### src/rtl/pc_branch_unit.sv
// pc_branch_unit: program pointer and status register control, with branch resolution.
// FSM: RUN (accept ops), FLUSH (one-cycle bubble after a taken branch), TRAP (wait for trap_clr).
// Optional feature: define PC_BRANCH_COUNT_EN to add a saturating taken-branch counter (br_count).
module pc_branch_unit (
   input  logic        clk,
   input  logic        rst_n,
   input  logic        op_valid,
   output logic        op_ready,
   input  logic [2:0]  op_code,
   input  logic        mode,
   input  logic [19:0] jmp_addr,
   input  logic [2:0]  sr_in,
   input  logic        flag_we,
   input  logic        alu_zero,
   input  logic        alu_sign,
   input  logic        alu_carry,
   input  logic        trap_clr,
   output logic [19:0] pc,
   output logic [2:0]  status,
   output logic        flush,
   output logic        trap
`ifdef PC_BRANCH_COUNT_EN
   ,
   output logic [15:0] br_count
`endif
);

   localparam logic [2:0] OP_NOP   = 3'd0;
   localparam logic [2:0] OP_JMP   = 3'd1;
   localparam logic [2:0] OP_JMPZ  = 3'd2;
   localparam logic [2:0] OP_JMPS  = 3'd3;
   localparam logic [2:0] OP_JMPZS = 3'd4;
   localparam logic [2:0] OP_LSR   = 3'd5;
   localparam logic [2:0] OP_XSR   = 3'd6;
   localparam logic [2:0] OP_TRAP  = 3'd7;

   typedef enum logic [1:0] {
      ST_RUN   = 2'd0,
      ST_FLUSH = 2'd1,
      ST_TRAP  = 2'd2
   } state_t;

   state_t      state_q, state_d;
   logic [19:0] pc_d;
   logic [2:0]  status_d;
   logic        flush_d;
   logic        trap_mode_q, trap_mode_d;
   logic        accept;
   logic [2:0]  alu_flags;

   // Sequential successor of the pointer; half-word mode keeps a 10-bit pointer.
   function automatic logic [19:0] pc_step(input logic [19:0] cur, input logic full);
      if (full)
         pc_step = cur + 20'd1;
      else
         pc_step = {10'd0, cur[9:0] + 10'd1};
   endfunction

   // Branch target, truncated to 10 bits in half-word mode.
   function automatic logic [19:0] pc_target(input logic [19:0] addr, input logic full);
      if (full)
         pc_target = addr;
      else
         pc_target = {10'd0, addr[9:0]};
   endfunction

   // Branch condition evaluated on the registered status {C,S,Z}.
   function automatic logic is_taken(input logic [2:0] op, input logic [2:0] st);
      case (op)
         OP_JMP:   is_taken = 1'b1;
         OP_JMPZ:  is_taken = st[0];
         OP_JMPS:  is_taken = st[1];
         OP_JMPZS: is_taken = st[0] & st[1];
         default:  is_taken = 1'b0;
      endcase
   endfunction

   assign op_ready  = (state_q == ST_RUN);
   assign trap      = (state_q == ST_TRAP);
   assign accept    = op_valid & op_ready;
   assign alu_flags = {alu_carry, alu_sign, alu_zero};

   // State, pointer, status and flush registers.
   always_ff @(posedge clk or negedge rst_n) begin
      if (!rst_n) begin
         state_q     <= ST_RUN;
         pc          <= 20'd0;
         status      <= 3'd0;
         flush       <= 1'b0;
         trap_mode_q <= 1'b0;
      end else begin
         state_q     <= state_d;
         pc          <= pc_d;
         status      <= status_d;
         flush       <= flush_d;
         trap_mode_q <= trap_mode_d;
      end
   end

   // Next-state, pointer and status decisions.
   always_comb begin
      state_d     = state_q;
      pc_d        = pc;
      status_d    = status;
      flush_d     = 1'b0;
      trap_mode_d = trap_mode_q;
      case (state_q)
         ST_RUN: begin
            if (flag_we)
               status_d = alu_flags;
            if (accept) begin
               case (op_code)
                  OP_NOP: pc_d = pc_step(pc, mode);
                  OP_LSR: begin
                     status_d = sr_in;
                     pc_d     = pc_step(pc, mode);
                  end
                  OP_XSR: begin
                     status_d = status ^ sr_in;
                     pc_d     = pc_step(pc, mode);
                  end
                  OP_TRAP: begin
                     state_d     = ST_TRAP;
                     trap_mode_d = mode;
                  end
                  default: begin
                     if (is_taken(op_code, status)) begin
                        pc_d    = pc_target(jmp_addr, mode);
                        flush_d = 1'b1;
                        state_d = ST_FLUSH;
                     end else begin
                        pc_d = pc_step(pc, mode);
                     end
                  end
               endcase
            end
         end
         ST_FLUSH: begin
            if (flag_we)
               status_d = alu_flags;
            state_d = ST_RUN;
         end
         ST_TRAP: begin
            if (trap_clr) begin
               state_d = ST_RUN;
               pc_d    = pc_step(pc, trap_mode_q);
            end
         end
         default: state_d = ST_RUN;
      endcase
   end

`ifdef PC_BRANCH_COUNT_EN
   // Taken-branch counter: counts RUN->FLUSH transitions, sticks at all-ones.
   always_ff @(posedge clk or negedge rst_n) begin
      if (!rst_n)
         br_count <= 16'd0;
      else if (state_q == ST_RUN && state_d == ST_FLUSH && br_count != 16'hFFFF)
         br_count <= br_count + 16'd1;
   end
`endif

endmodule

### config.mk
export PLATFORM = sky130hd
export DESIGN_NAME = pc_branch_unit
export DESIGN_NICKNAME = d
export VERILOG_FILES = /design/src/rtl/pc_branch_unit.sv
export SDC_FILE = /design/constraint.sdc
export NUM_CORES = 1
export LEC_CHECK = 0
export ABC_AREA = 0
export BUFFER_PORTS_ARGS = -buffer_cell sky130_fd_sc_hd__clkbuf_2
export CORE_MARGIN = 8
export CORE_UTILIZATION = 30
export CTS_CLUSTER_SIZE = 30
export DETAILED_ROUTE_END_ITERATION = 7
export SYNTH_ARGS = -nofsm -noshare
export SYNTH_HDL_FRONTEND = slang
export SYNTH_SLANG_ARGS = --single-unit
### constraint.sdc
create_clock -name clk -period 3.2 [get_ports clk]
set_input_delay 0.16 -clock clk [delete_from_list [all_inputs] [get_ports clk]]
set_output_delay 0.16 -clock clk [all_outputs]
set_load 0.02 [all_outputs]
Yosys cells after proc, flatten, opt, wreduce, memory -nomap -nowiden

Index checks and enable logic that the tools add are counted.

$add $sub $neg: 2
Equality and inequality tests: 14
Multiplexer cells: 25
Bitwise gates (word level): 3
Reduce and logical (&&, ||, !) cells: 9

Operators by type and width:

| cell                                                  | number |
|---|---|
| 2-to-1 mux 20 bit                                     | 6 |
| case mux 20 bit (2 select lines)                      | 2 |
| adder 20 x 1 -> 20 bit, second input constant         | 1 |
| == test 3 bit, second input constant                  | 4 |
| case mux 3 bit (2 select lines)                       | 2 |
| adder 10 x 1 -> 10 bit, second input constant         | 1 |
| case mux 2 bit (2 select lines)                       | 2 |
| AND reduction 4 bit                                   | 2 |
| 2-to-1 mux 1 bit                                      | 7 |
| == test 3 x 2 -> 1 bit, second input constant         | 2 |
| 2-to-1 mux 2 bit                                      | 3 |
| 2-to-1 mux 3 bit                                      | 2 |
| inequality test 2 bit, second input constant          | 3 |
| case mux 1 bit (4 select lines)                       | 1 |
| nonzero test 2 bit                                    | 2 |
| OR reduction 4 bit                                    | 1 |
| == test 3 x 1 -> 1 bit, second input constant         | 1 |
| zero test 3 bit                                       | 1 |
| inequality test 3 x 1 -> 1 bit, second input constant | 1 |
| AND reduction 3 bit                                   | 1 |
| OR reduction 3 bit                                    | 1 |
| bitwise XOR 3 bit                                     | 1 |
| AND 1 bit                                             | 2 |
| == test 2 x 1 -> 1 bit, second input constant         | 1 |
| 3 further kinds                                       | 3 |

Register bits: 27
Input port bits: 35
Output and inout bits: 26
Logic and storage cells: 58

Logic depth before layout (Yosys ltp)

Word-level depth: 9
Depth in mapped cells: 8
Depth with buffers taken out: 6

Worst setup path after synthesis

No wires, ideal clock.

Path kind: register to register
Start: register pc[0]
End: register pc[16]
Library setup time: 0.069 ns
Arrival time: 1.924 ns
Data required time: 3.131 ns
Setup slack: 1.206 ns
Cell stages (with the launch flop): 8
Buffers on the path: 1
Period minus slack after synthesis: 1.994 ns
Path through: dfrtp_1 ha_1 and4_1 buf_4 nor3b_2 nand3_1 or4b_1 nand3_1

Cells in the longest elaborated chain, start to end: 6
Elaborated cells between the ends (all ways): 8
Classes of those cells: add/sub (1); mux (7)

RTL lines:

| item                               | line | source |
|---|---|---|
| start: declaration                 | 18   | `output logic [19:0] pc,` |
| start signal: assignment           | 93   | `pc <= pc_d;` |
| adder 20 x 1 -> 20 bit *           | 54   | `pc_step = cur + 20'd1;` |
| 2-to-1 mux 20 bit                  | 53   | `if (full)` |
| 2-to-1 mux 20 bit                  | 127  | `if (is_taken(op_code, status)) begin` |
| case mux 20 bit (2 select lines)   | 112  | `case (op_code)` |
| 2-to-1 mux 20 bit                  | 111  | `if (accept) begin` |
| case mux 20 bit (2 select lines) * | 107  | `case (state_q)` |

Mark *: on every way between the ends. The rest lies on a longest branch, timed or not. The select of a mux whose other input is x is not followed.
A chain may end at the register's enable or synchronous reset.

Worst setup path after layout

Start: register status[1]
End: register pc[16]

Cells in the longest elaborated chain, start to end: 9

RTL lines:

| item                               | line | source |
|---|---|---|
| start: declaration                 | 19   | `output logic [2:0] status,` |
| start signal: assignment           | 94   | `status <= status_d;` |
| AND 1 bit                          | 73   | `OP_JMPZS: is_taken = st[0] & st[1];` |
| case mux 1 bit (4 select lines) *  | 69   | `case (op)` |
| 2-to-1 mux 1 bit *                 | 112  |  |
| 2-to-1 mux 1 bit *                 | 111  |  |
| 2-to-1 mux 1 bit *                 | 107  |  |
| 2-to-1 mux 20 bit *                | 127  |  |
| case mux 20 bit (2 select lines) * | 112  |  |
| 2-to-1 mux 20 bit *                | 111  |  |
| case mux 20 bit (2 select lines) * | 107  |  |

Marked as above.

==> results by stage <==
Run status:
- The flow ran to the end, and the final reports show no timing, DRC or antenna violations.

GRT:
- The via count of the first global-routing pass is between 1500 and 2000.
- The number of antenna violations at the first check in global routing is 0.
- For this run, the total global-route usage over all layers was measured as 0.122.
- The largest net degree at the start of global routing is 28.
- The wire length of the first global-routing pass is a little under 9000 um.
- The global route total overflow is 0.

Setup path:
- Traced cell by cell, the critical path runs through nand2b_1, a32o_2, o31ai_4, or4b_1, nand3_1.
- The critical-path maximum fanout is 13.
- The required time reported for the critical path endpoint is 3.42 ns.
- The critical path in this run is classified as flip-flop to flip-flop.
- The worst register-to-register path begins at status[1]$_DFFE_PN0P_.
- The count of buffering cells on the critical path with inverters included is 0.
- The largest individual stage delay along the critical path comes from the cell o31ai_4.
- The arrival time at the worst endpoint is ~2.3 ns.
- The kind of capture point of the worst setup path is a flip-flop.
- The dominant delay contributor by cell family on the critical path is compound AO/OA/AOI/OAI gates.
- The reg2reg setup slack is between 1 and 1.5 ns.
- Measured in cells, the most critical reg-to-reg path has a length of 5.
- The kind of launch point of the worst setup path is a flip-flop.
- On the worst path, the slowest cell contributes a delay of between 0.5 and 0.6 ns.
- The critical register-to-register path endpoint is pc[16]$_DFFE_PN0P_.

Synth:
- The post-synthesis share of cell area spent on full adders, half adders and majority gates is 0.00676.
- The post-synthesis net count is 249.
- The number of enable flip-flop cells after synthesis is 0.
- During synthesis, Yosys emitted a total of 0 warnings.
- Counting distinct cell types in the post-synthesis netlist gives 48.
- In this run, synthesis produced a sequential element count of 27.
- The synthesized netlist cell count is roughly 210.
- The area fraction in compound gates after synthesis is 0.259.
- By area, the combinational part of the netlist is dominated by compound AO/OA/AOI/OAI gates.
- The share of the Yosys chip area taken by registers is 0.365.
- The per-instance average area after synthesis is 8.69 sq um.
- Of the total synthesized cell area, the portion taken by AND, OR, NAND and NOR gates is 0.249.
- Of the total synthesized cell area, the portion taken by XOR and XNOR cells is 0.0189.
- The mapped netlist covers around 0.0019 sq mm.
- In the synthesized netlist the async set-or-reset flop fraction comes to 1.00.
- The most used flip-flop cell after synthesis is dfrtp_1.
- Measured against the total synthesized area, the mux share comes to 0.0500.

Timing:
- At the pin with the least slew margin, the transition time is 0.688 ns.
- In this run the tightest slew margin relative to its limit is 0.541.
- Setup repair after global routing left no endpoint under its margin.
- Setup total negative slack on the finished layout was measured at 0 ns.
- The least setup slack across all paths after layout is 1.07 ns.
- Of the available clock period, the critical path in the final layout requires 0.665.
- Setup violations remaining at the end of the flow were counted as 0.
- Across the routed clock network, the largest skew measured is about 0.0023 ns.
- The number of hold violations in the final report was 0.
- The count of final max-slew check failures came to 0.
- Timing would allow up to around 470 MHz.
- The smallest clock period supported by the final layout is computed as 2.13 ns.

Worst hold path:
- The sink of the worst hold path is pc[12]$_DFFE_PN0P_.
- The worst hold-check path type is input port to flip-flop.
- Counting instances, the worst hold path has a depth of 3.
- In this run the most critical hold path is launched from jmp_addr[12].

Power and ir drop:
- For this design the total switching power over the nets is 0.640 mW.
- The worst ir drop on vdd is between 0.3 and 0.4 mV.
- Of the total power, the share spent switching nets is 0.455.
- Of the total power, combinational logic draws 0.432.
- The power per unit of standard cell area is between 600 and 700 mW/mm^2.
- The sequential cell fraction of total power is 0.424.
- The internal power consumption is 0.766 mW.
- In this run the static leakage power is 1.05 nW.
- The clock network power share is 0.144.

Routing:
- The number of DRC markers in iteration 0 is slightly above 60.
- The overall via count from detail_route is ~1900.
- After detailed routing, the number of vias per cell comes to roughly 5.4.
- In the final routed layout, each cell accounts on average for 15.7 um.
- The DRC violation count after routing is 0.
- The first detailed-routing pass took 7 iterations.
- Once detail routing completed, the nets flagged for antenna violations numbered 0.
- The total length of routed wires is about 5400 um.

Finish:
- The share of cells above drive strength 1 is 0.280.
- The layout-stage area growth over the synthesis result is 22.4%.
- The number of fillers in the final layout is about 650.
- For this run, the post-layout net count is just over 300.
- The count of inserted antenna diode cells is 0.

Clocking:
- The clock transition at the registers of the reported paths is roughly 0.1 ns.
- The clock root buffer is clkbuf_8.
- Gates resized during post-CTS repair numbered 0.
- In this run the number of H-tree levels came out at 1.
- The total number of clock tree sinks is 27.
- The number of buffers added by the clock tree synthesis step is 3.
- The number of buffers on the longest clock path is 2.
- At the later pin of the worst-skew pair, clock insertion delay measures between 0.2 and 0.3 ns.
- The TritonCTS clock tree is yes.

Floorplanning:
- The number of placement rows is 28.
- From bottom edge to top edge, the die measures approximately 95 um.
- The floorplan step set the die width to approximately 95 um.
- The core region area is roughly 0.0060 sq mm.
- The effective utilization at floorplan is 0.311.
- The floorplan step defined a die boundary enclosing between 0.008 and 0.009 sq mm.
- 61 I/O pins were placed.

Place:
- At the placement stage, the worst setup path has a slack of 1.10 ns.
- At the end of routability-driven placement, the weighted congestion stood at approximately 0.8.
- The count of input and output buffers is 60.
- The HPWL after detailed placement is roughly 4200 um.

Flow run:
- The max capacitance violation total is 0.
[layer usage]
| layer | part of all wire | track usage | up-vias |
|---|---|---|---|
| met5 | 0 | 0 | - |
| met1 | 0.45 | 0.154 | 880 |
| met3 | 0.054 | 0.0246 | 2 |
| met2 | 0.48 | 0.208 | 42 |
| met4 | 0.0074 | 0.0273 | 0 |
| li1 | - | - | 929 |
[registers in the layout (all words and copies together), names as in the netlist]
register and cells:
state_q 2, status 3, flush 1, pc 20
trap_mode_q 1
[power groups by stage]
stage                     combinational [mW]  clock (mW)  sequential (mW)
final                                  0.608       0.202            0.596
after global routing                   0.672       0.223            0.617
after CTS                              0.618       0.209            0.593
after global placement                 0.610           0            0.596
after floorplan                        0.289           0            0.694
after detailed placement               0.615           0            0.601
[worst register-to-register path, delay by kind of cell, from the launching register on]
kind | cells | cell delay [ns]
compound gates | 2 | 0.86
simple gates | 3 | 0.77
flops | 1 | 0.44
[metrics by stage]
stage / instance area (sq um) / power (mW) / cells / hold slack, ns / utilization
2_1_floorplan: 1850 / 0.982 / 213 / -0.136 / -
3_3_place_gp: 2210 / 1.21 / 341 / 0.258 / 0.371
3_5_place_dp: 2210 / 1.22 / 341 / 0.249 / 0.371
4_1_cts: 2270 / 1.42 / 346 / 0.0976 / 0.381
5_1_grt: 2270 / 1.51 / 346 / 0.118 / 0.381
6_report: 2270 / 1.41 / 346 / 0.107 / 0.381
[how the worst max path moves through the flow]
stage                                      from                  to  slack [ns]  depth (start not counted)
after global placement    status[1]$_DFFE_PN0P_   pc[9]$_DFFE_PN0P_        1.14                          5
final                     status[1]$_DFFE_PN0P_  pc[16]$_DFFE_PN0P_        1.07                          5
after detailed placement  status[1]$_DFFE_PN0P_   pc[9]$_DFFE_PN0P_        1.10                          5
after global routing      status[1]$_DFFE_PN0P_  pc[17]$_DFFE_PN0P_        0.89                          5
after CTS                     pc[0]$_DFFE_PN0P_  pc[16]$_DFFE_PN0P_        1.06                          6
after floorplan               pc[0]$_DFFE_PN0P_  pc[16]$_DFFE_PN0P_        1.21                          7
[cell type report]
cell class | count | area, sq um | area share
Sequential cell | 27 | 676 | 0.298
Clock inverter | 1 | 5.00 | 0.00221
Clock buffer | 3 | 41.3 | 0.0182
Timing Repair Buffer | 62 | 318 | 0.140
Inverter | 14 | 52.6 | 0.0232
Tap cell | 75 | 93.8 | 0.0414
Multi-Input combinational cell | 164 | 1080 | 0.477
[cell usage after synthesis (all sizes together) (5+ instances only)]
cell / number / area, sq um
a21oi: 12 / 60.1
a22oi: 11 / 82.6
and3: 5 / 31.3
and4: 5 / 43.8
buf: 6 / 35.0
dfrtp: 27 / 676
inv: 14 / 52.6
mux2i: 7 / 70.1
nand2: 18 / 67.6
nand3: 20 / 100
nor2: 15 / 56.3
o21ai: 13 / 76.3
[cells by family after synthesis]
group | Yosys count
compound gates | 66
buf+inv | 22
flops | 27
xor+xnor | 4
fa+ha+maj | 1
simple gates | 84
mux | 9
[placed cells by master (no fill, tap or decap), types with 7 or more instances in the layout]
cell,count
clkbuf_2,60
dfrtp_1,27
nand3_1,20
nand2_1,18
nor2_1,15
inv_1,13
o21ai_0,12
a21oi_1,12
a22oi_1,11
mux2i_1,7
[what timing repair did]
| item | CTS | global route |
|---|---|---|
| hold buffers | 1 | 0 |
| endpoints found under the hold margin | 27 | 0 |
| setup buffers | 0 | 0 |
Power figures use the tool's default switching activity.
